`src/rtl/q_add8_seq_pkg.sv`:
```
// Shared FSM encoding and defaults for the 8-bit quantized adder sequencer.
// Optional build macro Q_ADD_SEQ_STATS_EN adds RES_MIN/RES_MAX result statistics outputs.
package q_add8_seq_pkg;

    typedef enum logic [1:0] {
        IDLE  = 2'd0,
        ISSUE = 2'd1,
        DRAIN = 2'd2,
        FIN   = 2'd3
    } seq_state_t;

    localparam int DEF_ADDR_W  = 12;
    localparam int DEF_ADD_LAT = 8;

    // Statistics clear values: min starts high, max starts low, so the first write sets both.
    localparam logic [7:0] STAT_MIN_INIT = 8'hFF;
    localparam logic [7:0] STAT_MAX_INIT = 8'h00;

endpackage

```
`src/rtl/q_add8_seq_wr.sv`:
```
// Result write-back path: write counter, result address generation and optional min/max stats.
// Stats logic exists only when Q_ADD_SEQ_STATS_EN is defined.
module q_add8_seq_wr
    import q_add8_seq_pkg::*;
#(
    parameter int ADDR_W = DEF_ADDR_W
) (
    input  logic              CLK,
    input  logic              RESET_X,
    input  logic              clr,
    input  logic              busy,
    input  logic [ADDR_W:0]   len,
    input  logic [ADDR_W-1:0] c_base,
    input  logic              add_out_en,
    input  logic [7:0]        add_c,
    output logic              wr_en,
    output logic [ADDR_W-1:0] wr_addr,
    output logic [7:0]        wr_data,
    output logic              wr_done
`ifdef Q_ADD_SEQ_STATS_EN
    ,
    output logic [7:0]        res_min,
    output logic [7:0]        res_max
`endif
);

    logic [ADDR_W:0] wr_cnt;
    logic [ADDR_W:0] wr_cnt_nxt;

    // Results arriving outside an operation or past the element count are dropped.
    always_comb begin
        wr_en      = add_out_en && busy && (wr_cnt < len);
        wr_addr    = wr_en ? (c_base + wr_cnt[ADDR_W-1:0]) : '0;
        wr_data    = wr_en ? add_c : '0;
        wr_cnt_nxt = wr_cnt + {{ADDR_W{1'b0}}, wr_en};
        // Look-ahead so DONE follows the final write by exactly one cycle.
        wr_done    = (wr_cnt_nxt == len);
    end

    always_ff @(posedge CLK) begin
        if (RESET_X || clr) begin
            wr_cnt <= '0;
        end else begin
            wr_cnt <= wr_cnt_nxt;
        end
    end

`ifdef Q_ADD_SEQ_STATS_EN
    always_ff @(posedge CLK) begin
        if (RESET_X || clr) begin
            res_min <= STAT_MIN_INIT;
            res_max <= STAT_MAX_INIT;
        end else if (wr_en) begin
            if (add_c < res_min) res_min <= add_c;
            if (add_c > res_max) res_max <= add_c;
        end
    end
`endif

endmodule

```
`src/rtl/q_add8_seq.sv`:
```
// Sequencer feeding the 8-bit quantized element-wise adder from operand buffers and writing results back.
// Optional build macro Q_ADD_SEQ_STATS_EN adds RES_MIN/RES_MAX ports.
module q_add8_seq
    import q_add8_seq_pkg::*;
#(
    parameter int ADDR_W  = DEF_ADDR_W,
    parameter int ADD_LAT = DEF_ADD_LAT
) (
    input  logic              CLK,
    input  logic              RESET_X,
    input  logic              START,
    input  logic [ADDR_W:0]   LEN,
    input  logic [ADDR_W-1:0] A_BASE,
    input  logic [ADDR_W-1:0] B_BASE,
    input  logic [ADDR_W-1:0] C_BASE,
    output logic              BUSY,
    output logic              DONE,
    output logic              A_RD_EN,
    output logic [ADDR_W-1:0] A_RD_ADDR,
    input  logic [7:0]        A_RD_DATA,
    output logic              B_RD_EN,
    output logic [ADDR_W-1:0] B_RD_ADDR,
    input  logic [7:0]        B_RD_DATA,
    output logic              ADD_EN,
    output logic [7:0]        ADD_A,
    output logic [7:0]        ADD_B,
    input  logic              ADD_OUT_EN,
    input  logic [7:0]        ADD_C,
    output logic              C_WR_EN,
    output logic [ADDR_W-1:0] C_WR_ADDR,
    output logic [7:0]        C_WR_DATA
`ifdef Q_ADD_SEQ_STATS_EN
    ,
    output logic [7:0]        RES_MIN,
    output logic [7:0]        RES_MAX
`endif
);

    localparam logic [ADDR_W:0] CNT_ONE = {{ADDR_W{1'b0}}, 1'b1};

    // Adder latency only sizes the drain window seen by the environment; reject nonsense values.
    if (ADD_LAT < 1) begin : g_lat_chk
        $error("q_add8_seq: ADD_LAT must be at least 1");
    end

    seq_state_t        state;
    seq_state_t        state_nxt;
    logic [ADDR_W:0]   len_q;
    logic [ADDR_W:0]   rd_cnt;
    logic [ADDR_W-1:0] a_base_q;
    logic [ADDR_W-1:0] b_base_q;
    logic [ADDR_W-1:0] c_base_q;
    logic              add_en_q;
    logic              start_acc;
    logic              rd_en;
    logic              busy;
    logic              wr_done;

    assign start_acc = (state == IDLE) && START;
    assign rd_en     = (state == ISSUE);
    assign busy      = (state != IDLE);

    always_ff @(posedge CLK) begin
        if (RESET_X) begin
            state    <= IDLE;
            len_q    <= '0;
            rd_cnt   <= '0;
            a_base_q <= '0;
            b_base_q <= '0;
            c_base_q <= '0;
            add_en_q <= 1'b0;
        end else begin
            state    <= state_nxt;
            add_en_q <= rd_en;
            if (start_acc) begin
                len_q    <= LEN;
                a_base_q <= A_BASE;
                b_base_q <= B_BASE;
                c_base_q <= C_BASE;
                rd_cnt   <= '0;
            end else if (rd_en) begin
                rd_cnt <= rd_cnt + CNT_ONE;
            end
        end
    end

    always_comb begin
        state_nxt = state;
        case (state)
            IDLE:    if (START) state_nxt = (LEN == '0) ? FIN : ISSUE;
            ISSUE:   if (rd_cnt == len_q - CNT_ONE) state_nxt = DRAIN;
            DRAIN:   if (wr_done) state_nxt = FIN;
            FIN:     state_nxt = IDLE;
            default: state_nxt = IDLE;
        endcase
    end

    // Buffer read data lands the cycle after the strobe, which is when ADD_EN is high.
    always_comb begin
        BUSY      = busy;
        DONE      = (state == FIN);
        A_RD_EN   = rd_en;
        B_RD_EN   = rd_en;
        A_RD_ADDR = rd_en ? (a_base_q + rd_cnt[ADDR_W-1:0]) : '0;
        B_RD_ADDR = rd_en ? (b_base_q + rd_cnt[ADDR_W-1:0]) : '0;
        ADD_EN    = add_en_q;
        ADD_A     = add_en_q ? A_RD_DATA : '0;
        ADD_B     = add_en_q ? B_RD_DATA : '0;
    end

    q_add8_seq_wr #(
        .ADDR_W (ADDR_W)
    ) u_wr (
        .CLK        (CLK),
        .RESET_X    (RESET_X),
        .clr        (start_acc),
        .busy       (busy),
        .len        (len_q),
        .c_base     (c_base_q),
        .add_out_en (ADD_OUT_EN),
        .add_c      (ADD_C),
        .wr_en      (C_WR_EN),
        .wr_addr    (C_WR_ADDR),
        .wr_data    (C_WR_DATA),
        .wr_done    (wr_done)
`ifdef Q_ADD_SEQ_STATS_EN
        ,
        .res_min    (RES_MIN),
        .res_max    (RES_MAX)
`endif
    );

endmodule

```
`config.mk`:
```
export PLATFORM = sky130hd
export DESIGN_NAME = q_add8_seq
export DESIGN_NICKNAME = d
export VERILOG_FILES = /design/src/rtl/q_add8_seq_pkg.sv /design/src/rtl/q_add8_seq_wr.sv /design/src/rtl/q_add8_seq.sv
export SDC_FILE = /design/constraint.sdc
export NUM_CORES = 1
export LEC_CHECK = 0
export ABC_AREA = 1
export CORE_MARGIN = 5
export CORE_UTILIZATION = 40
export CTS_BUF_LIST = sky130_fd_sc_hd__clkbuf_4
export CTS_CLUSTER_SIZE = 25
export DETAILED_ROUTE_END_ITERATION = 10
export PLACE_DENSITY = 0.78
export SETUP_SLACK_MARGIN = 0.05
export SLEW_MARGIN = 15
export SYNTH_ARGS = -nofsm -noshare
export SYNTH_HDL_FRONTEND = slang
export SYNTH_SLANG_ARGS = --single-unit
```
`constraint.sdc`:
```
create_clock -name CLK -period 7.6 [get_ports CLK]
set_input_delay 1.52 -clock CLK [delete_from_list [all_inputs] [get_ports CLK]]
set_output_delay 1.52 -clock CLK [all_outputs]
set_load 0.02 [all_outputs]
```
## Yosys cells after proc, flatten, opt, wreduce, memory -nomap -nowiden

Cells that the tools add are included.

- Latch bits: 0
- Word-level logic and storage cells: 43
- ROM bits: 0
- Output and inout bits: 66
- Bits of input ports: 77
- Flip-flop bits (word level): 78
- Memories: 0
- Memory bits (writable): 0

- Div/mod/pow operators: 0
- Bitwise gates (word level): 0
- $mul: 0
- Shift operators: 0
- Equality and inequality tests: 8
- Muxes and demuxes: 11
- $lt $le $gt $ge: 1
- $add $sub $neg: 6
- Reductions and logical operators: 9

Operators by type and width:

| cell | number |
|---|---|
| 12-bit adder | 3 |
| 12-bit two-way mux | 3 |
| 13-bit == test | 2 |
| 8-bit two-way mux | 3 |
| 13-bit by 1-bit adder with 13-bit output | 1 |
| 13-bit by 1-bit adder with 13-bit output, second input constant | 1 |
| 13-bit zero test | 1 |
| 13-bit less-than comparator | 1 |
| 13-bit by 1-bit subtractor with 13-bit output, second input constant | 1 |
| 2-bit two-way mux | 4 |
| 2-bit one-hot mux with 4 select lines | 1 |
| 2-bit == test, second input constant | 2 |
| 2-bit by 1-bit != test with 1-bit output, second input constant | 2 |
| 1-bit logical AND | 3 |
| 3-bit AND reduction | 1 |
| 2-bit by 1-bit == test with 1-bit output, second input constant | 1 |
| 2-bit zero test | 1 |
| 2-bit != test, second input constant | 1 |
| 2-bit nonzero test | 1 |
| 2-bit OR reduction | 1 |
| 1-bit logical OR | 1 |

## Longest topological paths before layout

Gate-level depths: netlist of the first run.

- Depth in word-level cells: 7
- Depth in mapped cells: 23

## Hierarchy

A second synthesis of the first run with hierarchy kept.

- Cell total of the unflattened synthesis: 932
- Area total of the unflattened synthesis: 6017.0 um^2

By module, submodules not included:

| module | cells an instance | sequential area each (um^2) | instances | area each (um^2) |
|---|---|---|---|---|
| q_add8_seq | 623 | 1301.2 | 1 | 4147.7 |
| q_add8_seq_wr | 309 | 260.2 | 1 | 1869.3 |

## Worst setup path before layout of the first run

No wires, ideal clock.

- Path kind: input to output
- Start: in ADD_OUT_EN
- End: out C_WR_ADDR[4]
- Cell stages on the path: 6
- Buffers on the path: 0
- Required time: 6080 ps
- Path slack: 3174 ps
- Data arrival time: 2906 ps
- Cells stage by stage: nand2_1 > a211oi_1 > inv_1 > nor3_4 > inv_1 > nor3b_1

- Longest elaborated chain between the ends: 3

RTL lines:

| item | RTL line | text |
|---|---|---|
| start, declared | q_add8_seq.sv:27 | `input logic ADD_OUT_EN,` |
| 1-bit logical AND (2 in a row) | q_add8_seq_wr.sv:32 | `wr_en = add_out_en && busy && (wr_cnt < len);` |
| via C_WR_EN | q_add8_seq.sv:29 | `output logic C_WR_EN,` |
| 12-bit two-way mux | q_add8_seq_wr.sv:33 | `wr_addr = wr_en ? (c_base + wr_cnt[ADDR_W-1:0]) : '0;` |
| end, declared | q_add8_seq.sv:30 | `output logic [ADDR_W-1:0] C_WR_ADDR,` |

The timed path passes the listed nets, and every way through them passes these cells.

## Worst setup path in the final report of the first run

- Start: in ADD_OUT_EN
- End: out C_WR_ADDR[4]

- Longest elaborated chain between the ends: 3

RTL lines:

| item | RTL line |
|---|---|
| 1-bit logical AND (2 in a row) | q_add8_seq_wr.sv:32 |
| 12-bit two-way mux | q_add8_seq_wr.sv:33 |

Every way passes these cells.

==> run metrics, run 1 <==
final net count 1149; async set or reset register ratio after synthesis 0%; weighted congestion reported at the end of routability-driven placement 0.900; setup repair bufs after CTS 0; area enclosed by the die boundary 16900 um2; status finished clean; proportion of netlist area held by the largest area contributor 27.1%; # rows 43; post-route clock period utilization 70.4%; data arrival time at the worst-slack endpoint 3.83 ns; post-synthesis net count 1016; Top Ports 143; class of the tightest hold or removal check flop to flop; Power Dens Cells 234 nW/um2; global-route congestion overflow total 0; worst r2r dst state[1]$_SDFFE_PP0P_; kind of critical path input port to output pin; final hold violation count 0; synthesized area divided by synthesized cell count 6.53 um2; Cells on Worst Hold Path 2; Endpoint, Worst Hold a_base_q[4]$_SDFFE_PP0P_; CTS tree done; number of antenna violations at the first check in global routing 0; clock root cell sky130_fd_sc_hd__clkbuf_4; unrepaired setup endpoints after global routing no; busiest grt layer met2; hold buffer count at cts 0; synthesis-to-layout area growth 30.2%; Final Instance Area 7500 um2; dpl cell area 7340 um2; maximum number of pins on one net before global-route repair 64; Worst setup EP type output pin; post-detailed-route count of antenna-violating nets 0; starting utilization of the core area 41.2%; antenna cell count 0; Via Count 6040; number of enable-type register cells in the synthesized netlist 0; count of unresolved DRC violations after routing 0; filler instances 1379; required time of the critical path 6.08 ns; Inserted Clock Buffers 9; worst hold margin 0.498 ns; Post-Syn Area 5760 um2; leakage dissipation 3.29 nW; met3 global-route usage 4.91%; logic depth of the worst register-to-register path 18; router iterations before antenna repair 5; Distinct cells, synth 36; max-slew violation total from the final report 0; count of cells resized by post-cts repair 0; worst reg-to-reg setup slack 3.93 ns; library cell with the highest instance count after synthesis sky130_fd_sc_hd__nand2_1; Worst-Margin Slew 0.833 ns; Highest Clock Rate 0.187 GHz; Avg WL per Cell 13.4 um; top post-synthesis cells by area sky130_fd_sc_hd__dfxtp_1 27%, sky130_fd_sc_hd__ha_1 12%, sky130_fd_sc_hd__nand2_1 11%, sky130_fd_sc_hd__nor2_1 10%, sky130_fd_sc_hd__o21ai_0 7.8%; Final Util 53.6%; Clock transition at path regs 0.12 ns; kind of start point of the critical path input port; portion of the post-synthesis area used by sequential elements 27.1%; total negative slack 0 ns; post-DR vias/cell 5.03; drt initial violations 360; post-layout instance count excluding filler cells 1200; maximum fanout along the worst path 16; hold path startpoint a_base_q[4]$_SDFFE_PP0P_; worst relative slew slack 44.4%; port bufs 142; VDD IR-drop max 0.153 mV; wire length of the first global-routing pass 26200 um; fraction of layout instances using a drive strength above 1 5.00%; crit path time final 5.35 ns; Inst Count DP 1184; final WL 16100 um; number of global-route vias before repair 5531; width of the die 130 um; met1 capacity usage during global routing 25.9%; H-tree levels 3; global routing met2 resource utilization 31.0%; number of clock sinks 78; commonest cells in the synthesized netlist 165 x sky130_fd_sc_hd__nand2_1, 157 x sky130_fd_sc_hd__nor2_1, 90 x sky130_fd_sc_hd__o21ai_0; area inside the core boundary 14000 um2; total of endpoints with negative setup slack in the final report 0; Yosys top cell by area sky130_fd_sc_hd__dfxtp_1; largest clock skew in the final design 0.0262 ns; Total GRT Usage 19.1%; Die Height 130 um; Worst-Skew Late Latency 0.47 ns; Ys Warns 0; post-DP HPWL 12500 um; Worst R2R Start len_q[4]$_SDFFE_PP0P_; Clock Path Buffers 2; register bit count reported by yosys 78; Primary FF master, synth sky130_fd_sc_hd__dfxtp_1; Post-Syn Instances 882; max capacitance violation total 0
==> cell usage in the layout, fill, tap and decap left out, types with 2 or more instances in the layout <==
cell,Yosys,layout
sky130_fd_sc_hd__nand3_2,2,2
sky130_fd_sc_hd__a21oi_1,83,83
sky130_fd_sc_hd__xnor3_1,2,2
sky130_fd_sc_hd__nand2_2,5,6
sky130_fd_sc_hd__dfxtp_1,78,78
sky130_fd_sc_hd__a211oi_1,2,2
sky130_fd_sc_hd__clkdlybuf4s50_1,0,142
sky130_fd_sc_hd__o21bai_1,2,2
sky130_fd_sc_hd__o2111ai_1,6,6
sky130_fd_sc_hd__inv_2,8,8
sky130_fd_sc_hd__nor2_2,11,11
sky130_fd_sc_hd__buf_4,1,3
sky130_fd_sc_hd__nand3_1,39,39
sky130_fd_sc_hd__a21o_1,4,4
sky130_fd_sc_hd__nand3b_1,5,5
sky130_fd_sc_hd__clkbuf_4,0,11
sky130_fd_sc_hd__ha_1,54,54
sky130_fd_sc_hd__a31oi_1,3,3
sky130_fd_sc_hd__nand2_1,165,164
sky130_fd_sc_hd__xor2_1,15,15
sky130_fd_sc_hd__nor2_4,2,2
sky130_fd_sc_hd__nor4_1,3,3
sky130_fd_sc_hd__o21ai_1,3,3
sky130_fd_sc_hd__inv_1,84,84
sky130_fd_sc_hd__nor3_1,11,11
sky130_fd_sc_hd__o21ai_0,90,90
sky130_fd_sc_hd__nand4_1,7,7
sky130_fd_sc_hd__bufinv_16,0,2
sky130_fd_sc_hd__xnor2_1,10,10
sky130_fd_sc_hd__nor2_1,157,157
sky130_fd_sc_hd__fa_1,3,3
==> worst max path at each step <==
stage,endpoint,cells after the start,start
global route,C_WR_ADDR[4],8,ADD_OUT_EN
detailed placement,C_WR_ADDR[4],8,ADD_OUT_EN
CTS,C_WR_ADDR[4],8,ADD_OUT_EN
floorplan,C_WR_ADDR[4],6,ADD_OUT_EN
global placement,C_WR_ADDR[4],8,ADD_OUT_EN
finish,C_WR_ADDR[4],8,ADD_OUT_EN
==> cell type report <==
class / count / area (um2) / share of cell area [%]
multi-input cells: 689 / 3760 / 50.2
flip-flops and latches: 78 / 1560 / 20.8
repair buffers: 145 / 1440 / 19.2
inverters: 92 / 345 / 4.60
well taps: 180 / 225 / 3.00
clock buffers: 11 / 82.6 / 1.10
clock inverters: 5 / 81.3 / 1.08
==> cell families after synthesis <==
logic type	Yosys count	share of synthesized area, %
buf+inv	115	7.60
compound gates	194	17.7
fa+ha+maj	57	12.8
simple gates	411	30.2
xor+xnor	27	4.58
flops	78	27.1
==> flip-flops by register name, indices dropped and copies added (netlist names) <==
signal       cells
c_base_q        12
rd_cnt          13
ADD_EN           1
state            2
len_q           13
u_wr.wr_cnt     13
a_base_q        12
b_base_q        12
==> power breakdown <==
part | leakage, nW | switching [mW] | total [mW] | internal [mW]
Sequential | 0.640 | 0.0786 | 0.567 | 0.489
Clock | 0.0875 | 0.154 | 0.296 | 0.141
Combinational | 2.56 | 0.539 | 0.896 | 0.356
Total | 3.29 | 0.772 | 1.76 | 0.987
==> critical path: stages <==
cell	delay, ns
sky130_fd_sc_hd__clkdlybuf4s50_1	0.46
sky130_fd_sc_hd__nand2_1	0.05
sky130_fd_sc_hd__a211oi_1	0.17
sky130_fd_sc_hd__inv_1	0.11
sky130_fd_sc_hd__nor3_4	0.35
sky130_fd_sc_hd__inv_1	0.29
sky130_fd_sc_hd__nor3b_1	0.25
sky130_fd_sc_hd__clkdlybuf4s50_1	0.64
==> through the flow <==
step,power (mW),worst slack (ns)
after floorplan,1.18,3.17
after global placement,1.46,2.24
after detailed placement,1.47,2.21
after CTS,1.77,2.20
after global routing,1.91,2.02
final,1.76,2.25
==> per-layer routing <==
layer  routed length, um  part of all wire, %
met5                   0                    0
met4                 162                  1.0
met3                 959                  6.0
met2                7290                   45
met1                7700                   48
(Power assumes the default switching activity.)
==> inputs of run 2 (changes only) <==
--- a/config.mk
+++ b/config.mk
@@ -11,7 +11,7 @@
 export CTS_BUF_LIST = sky130_fd_sc_hd__clkbuf_4
 export CTS_CLUSTER_SIZE = 25
 export DETAILED_ROUTE_END_ITERATION = 10
-export PLACE_DENSITY = 0.78
+export PLACE_DENSITY = 0.81
 export SETUP_SLACK_MARGIN = 0.05
 export SLEW_MARGIN = 15
 export SYNTH_ARGS = -nofsm -noshare
==> constraint.sdc (replaced) <==
create_clock -name CLK -period 4.4 [get_ports CLK]
set_input_delay 0.88 -clock CLK [delete_from_list [all_inputs] [get_ports CLK]]
set_output_delay 0.88 -clock CLK [all_outputs]
set_load 0.02 [all_outputs]
==> run 2 against run 1 <==
Total power increased by 74%; cell area increased by 0.62%; non-clock buffer count increased by 4; clock skew decreased by 0.014 ns; cell count increased by 0.25%; routed wire length increased by 2.7%; worst setup slack got worse by 2.0 ns; first-iteration DRC count increased by 9.7%; combinational power increased by 79%; largest power group unchanged; highest routed layer unchanged.
==> run metrics, run 2 (synthesized netlist as in run 1, its figures left out) <==
status finished clean; router iterations before antenna repair 5; Inst Count DP 1185; most common cell after layout, fill and taps aside sky130_fd_sc_hd__nand2_1; worst r2r dst state[1]$_SDFFE_PP0P_; VDD IR-drop max 0.164 mV; logic depth of the worst path, buffers included 12; area enclosed by the die boundary 16900 um2; largest clock skew in the final design 0.0118 ns; worst relative slew slack 44.0%; antenna cell count 0; fraction of layout instances using a drive strength above 1 5.38%; count of unresolved DRC violations after routing 0; wire length of the first global-routing pass 27200 um; Worst-Skew Late Latency 0.44 ns; port bufs 142; Power Dens Cells 406 nW/um2; final net count 1153; count of buffer and inverter cells on the critical path 5; delay of the slowest cell on the worst path 0.61 ns; synthesis-to-layout area growth 31.1%; total of endpoints with negative setup slack in the final report 0; Highest Clock Rate 0.241 GHz; Clock Path Buffers 2; post-DP HPWL 13000 um; starting utilization of the core area 41.2%; top library cells by usage in the layout, fill and taps aside 164 x sky130_fd_sc_hd__nand2_1, 157 x sky130_fd_sc_hd__nor2_1, 138 x sky130_fd_sc_hd__clkdlybuf4s50_1; area inside the core boundary 14000 um2; Inserted Clock Buffers 9; post-detailed-route count of antenna-violating nets 0; post-DR vias/cell 5.06; class of the tightest hold or removal check flop to flop; Clock transition at path regs 0.12 ns; logic depth of the worst register-to-register path 24; drt initial violations 395; Worst R2R Start len_q[4]$_SDFFE_PP0P_; Critical Path Sink C_WR_ADDR[11]; CTS tree done; Worst-Margin Slew 0.838 ns; number of global-route vias before repair 5757; Worst setup EP type output pin; cell family with the largest share of critical-path delay buffers and inverters; Final Util 54.0%; filler instances 1328; Total GRT Usage 19.8%; data arrival time at the worst-slack endpoint 3.27 ns; Final Instance Area 7550 um2; worst hold margin 0.499 ns; maximum fanout along the worst path 15; Top Ports 143; global-route congestion overflow total 0; width of the die 130 um; kind of critical path flop to output pin; leakage dissipation 3.38 nW; maximum number of pins on one net before global-route repair 63; post-route clock period utilization 94.4%; post-layout instance count excluding filler cells 1203; number of clock sinks 78; Via Count 6090; crit path time final 4.15 ns; final WL 16500 um; required time of the critical path 3.52 ns; launch point of the critical path len_q[4]$_SDFFE_PP0P_; kind of start point of the critical path flop; critical path's slowest cell sky130_fd_sc_hd__clkdlybuf4s50_1; # rows 43; registers with the most flip-flops len_q x13, rd_cnt x13, u_wr.wr_cnt x13; Avg WL per Cell 13.8 um; clock root cell sky130_fd_sc_hd__clkbuf_4; H-tree levels 3; weighted congestion reported at the end of routability-driven placement 0.932; final hold violation count 0; total negative slack 0 ns; max-slew violation total from the final report 0; dpl cell area 7350 um2; number of antenna violations at the first check in global routing 0; worst reg-to-reg setup slack 0.76 ns; Die Height 130 um; max capacitance violation total 0; unrepaired setup endpoints after global routing no; cells along the critical path inv_1, ha_1, a21oi_1, o221ai_1, a21oi_1, nor2_1, nor3_4, buf_12, clkinvlp_4, buf_4, nor2_1, clkdlybuf4s50_1
[run 2: cell types whose count changed in the layout (fill, tap and decap cells not counted), moves of 2 or more]
cell,delta
sky130_fd_sc_hd__buf_4,+3
sky130_fd_sc_hd__clkdlybuf4s50_1,-4
sky130_fd_sc_hd__dlymetal6s2s_1,+4
sky130_fd_sc_hd__clkbuf_4,-2
[run 2: per-layer routing]
metal / up-vias / global-route usage (%) / share of wire (%)
met5: - / 0 / 0
met4: 0 / 3.48 / 1.3
met3: 19 / 5.49 / 7.5
met2: 189 / 32.7 / 46
met1: 2693 / 26.3 / 45
li1: 3189 / - / -
[run 2: worst reg2reg max path: cells and delay by family, from the launching register on]
family | cells | cell delay [ns]
fa+ha+maj | 3 | 0.85
buf+inv | 3 | 0.41
flops | 1 | 0.39
simple gates | 15 | 1.39
compound gates | 3 | 0.56
[run 2: repair_timing]
item / 4_1_cts / 5_1_grt
hold buffers: 0 / 0
endpoints found under the hold margin: 0 / 0
buffers inserted: 0 / 3
endpoints found under the setup margin: 0 / 16
resized for setup: 0 / 5
[run 2: metrics by stage]
step | setup slack [ns] | power [mW]
2_1_floorplan | 1.25 | 2.03
3_3_place_gp | 0.344 | 2.53
3_5_place_dp | 0.297 | 2.56
4_1_cts | 0.0826 | 3.05
5_1_grt | 0.0272 | 3.33
6_report | 0.246 | 3.06
[run 2: worst min-delay path by stage]
stage	endpoint	startpoint	cells past startpoint	slack (ns)
final	b_base_q[5]$_SDFFE_PP0P_	b_base_q[5]$_SDFFE_PP0P_	2	0.50
after global routing	b_base_q[5]$_SDFFE_PP0P_	b_base_q[5]$_SDFFE_PP0P_	2	0.52
after CTS	c_base_q[2]$_SDFFE_PP0P_	c_base_q[2]$_SDFFE_PP0P_	2	0.50
after detailed placement	b_base_q[5]$_SDFFE_PP0P_	b_base_q[5]$_SDFFE_PP0P_	2	0.48
after global placement	a_base_q[4]$_SDFFE_PP0P_	a_base_q[4]$_SDFFE_PP0P_	2	0.47
after floorplan	a_base_q[0]$_SDFFE_PP0P_	a_base_q[0]$_SDFFE_PP0P_	2	0.46
[run 2: area by class of cell]
class	count	area (um2)	share of cell area, %
Sequential cell	78	1560	20.7
Clock inverter	6	86.3	1.14
Multi-Input combinational cell	689	3760	49.9
Tap cell	180	225	2.98
Inverter	92	349	4.62
Clock buffer	9	67.6	0.895
Timing Repair Buffer	149	1500	19.8
[run 2: where the power goes]
| part | total [mW] | leakage, nW | switching [mW] | internal, mW |
|---|---|---|---|---|
| clock | 0.485 | 0.0822 | 0.258 | 0.227 |
| combinational | 1.60 | 2.65 | 0.958 | 0.640 |
| sequential | 0.980 | 0.640 | 0.136 | 0.844 |
==> inputs of run 3 (changes only) <==
--- a/config.mk
+++ b/config.mk
@@ -11,7 +11,8 @@
 export CTS_BUF_LIST = sky130_fd_sc_hd__clkbuf_4
 export CTS_CLUSTER_SIZE = 25
 export DETAILED_ROUTE_END_ITERATION = 10
-export PLACE_DENSITY = 0.81
+export DONT_BUFFER_PORTS = 1
+export PLACE_DENSITY = 0.67
 export SETUP_SLACK_MARGIN = 0.05
 export SLEW_MARGIN = 15
 export SYNTH_ARGS = -nofsm -noshare
==> run 3 against run 2 <==
Flip-flop and latch count unchanged; routed wire length decreased by 3.2%; cell count decreased by 12%; non-clock buffer count is 142 lower; core utilization fell by 10 points; die area is the same; first-iteration DRC count is 30% lower; largest power group unchanged.
==> run metrics, run 3 (synthesized netlist as in run 1, its figures left out) <==
status finished clean; setup repair bufs after CTS 0; global-route congestion overflow total 0; # rows 43; Inserted Clock Buffers 9; number of global-route vias before repair 5229; hold path startpoint RESET_X; Via Count 5505; total of endpoints with negative setup slack in the final report 0; Top Ports 143; PnR worst setup slack 0.597 ns; top library cells by usage in the layout, fill and taps aside 164 x sky130_fd_sc_hd__nand2_1, 157 x sky130_fd_sc_hd__nor2_1, 90 x sky130_fd_sc_hd__o21ai_0; count of unresolved DRC violations after routing 0; area inside the core boundary 14000 um2; drt initial violations 278; area enclosed by the die boundary 16900 um2; filler instances 1523; kind of critical path flop to output pin; post-layout instance count excluding filler cells 1062; post-detailed-route count of antenna-violating nets 0; final WL 16000 um; port bufs 0; Worst-Skew Late Latency 0.47 ns; width of the die 130 um; post-route clock period utilization 86.4%; weighted congestion reported at the end of routability-driven placement 0.901; switching component of the power 1.33 mW; final hold violation count 0; final net count 1011; worst slack at placement 0.914 ns; count of cells resized by post-cts repair 0; Worst setup EP type output pin; Power Dens Cells 457 nW/um2; registers with the most flip-flops len_q x13, rd_cnt x13, u_wr.wr_cnt x13; Pint 1.45 mW; router iterations before antenna repair 5; Die Height 130 um; Final Instance Area 6090 um2; required time of the critical path 3.52 ns; maximum fanout along the worst path 16; Endpoint, Worst Hold ADD_EN$_SDFF_PP0_; wire length of the first global-routing pass 25600 um; Cells on Worst Hold Path 1; fraction of power consumed by sequential logic 35.3%; Total GRT Usage 19.0%; Final Util 43.6%; hold buffer count at cts 0; fraction of layout instances using a drive strength above 1 6.24%; largest clock skew in the final design 0.0193 ns; Highest Clock Rate 0.263 GHz; starting utilization of the core area 41.2%; number of clock sinks 78; most common cell after layout, fill and taps aside sky130_fd_sc_hd__nand2_1; max capacitance violation total 0; Inst Count DP 1046; CTS tree done; Worst-Margin Slew 0.869 ns; H-tree levels 3; Clock Path Buffers 2; Worst R2R Start state[0]$_SDFFE_PP0P_; crit path time final 3.80 ns; relative contribution of the clock network to total power 16.6%; dpl cell area 5950 um2; worst r2r dst state[1]$_SDFFE_PP0P_; maximum number of pins on one net before global-route repair 63; data arrival time at the worst-slack endpoint 2.92 ns; number of antenna violations at the first check in global routing 0; clock root cell sky130_fd_sc_hd__clkbuf_4; total negative slack 0 ns; worst reg-to-reg setup slack 0.91 ns; Avg WL per Cell 15.1 um; kind of start point of the critical path flop; antenna cell count 0; Clock transition at path regs 0.14 ns; max-slew violation total from the final report 0; unrepaired setup endpoints after global routing no; Switching Share 48.0%; leakage dissipation 2.78 nW; post-DP HPWL 12300 um; worst relative slew slack 42.0%; synthesis-to-layout area growth 5.73%; logic depth of the worst register-to-register path 22; class of the tightest hold or removal check input port to flop; post-DR vias/cell 5.18; Power, Total 2.78 mW; Comb power frac 48.1%; VDD IR-drop max 0.218 mV; worst hold margin 0.464 ns
==> run 3: changes by cell type in the layout (fill, tap and decap cells not counted), sizes merged <==
cell,before,now
bufinv,2,1
clkinv,2,3
clkinvlp,2,1
dlymetal6s2s,4,0
clkdlybuf4s50,138,0
clkbuf,9,11
==> run 3: final cells by class <==
type | instances | area [um2] | share of cell area [%]
flip-flops and latches | 78 | 1560 | 25.6
multi-input cells | 689 | 3760 | 61.8
repair buffers | 7 | 52.6 | 0.863
clock inverters | 5 | 60.1 | 0.986
clock buffers | 11 | 82.6 | 1.36
well taps | 180 | 225 | 3.70
inverters | 92 | 345 | 5.67
==> run 3: how the worst max path moves through the flow <==
stage / cells past startpoint / slack (ns) / startpoint / to
after CTS: 9 / 0.53 / state[0]$_SDFFE_PP0P_ / C_WR_ADDR[3]
after global routing: 9 / 0.24 / state[0]$_SDFFE_PP0P_ / C_WR_ADDR[3]
after global placement: 22 / 1.04 / state[0]$_SDFFE_PP0P_ / state[1]$_SDFFE_PP0P_
after detailed placement: 22 / 0.91 / state[0]$_SDFFE_PP0P_ / state[1]$_SDFFE_PP0P_
after floorplan: 6 / 1.25 / ADD_OUT_EN / C_WR_ADDR[4]
final: 9 / 0.60 / state[0]$_SDFFE_PP0P_ / C_WR_ADDR[3]
==> run 3: power groups by stage <==
stage          Combinational, mW  Sequential [mW]  Clock (mW)
5_1_grt                     1.54             1.00       0.505
2_1_floorplan               1.09            0.945           0
4_1_cts                     1.35            0.982       0.481
3_5_place_dp                1.34            0.999           0
3_3_place_gp                1.33            0.996           0
6_report                    1.34            0.982       0.462
==> run 3: critical path, cell delays in order, from the launching register on <==
cell and delay [ns]:
sky130_fd_sc_hd__dfxtp_1 0.41, sky130_fd_sc_hd__inv_1 0.08, sky130_fd_sc_hd__ha_1 0.22, sky130_fd_sc_hd__inv_1 0.28, sky130_fd_sc_hd__nand2_1 0.09, sky130_fd_sc_hd__a211oi_1 0.21
sky130_fd_sc_hd__inv_1 0.13, sky130_fd_sc_hd__nor3_4 0.31, sky130_fd_sc_hd__inv_1 0.29, sky130_fd_sc_hd__a21oi_1 0.45
==> run 3: per-layer routing <==
metal  track usage (%)  wire length [um]  vias to the layer above  part of all wire (%)
met5                 0                 0                        -                     0
met4              4.77               235                        0                   1.5
met3              4.75              1000                       18                   6.3
met1              25.7              7560                     2468                    47
met2              30.5              7200                      119                    45
li1                  -                 -                     2900                     -
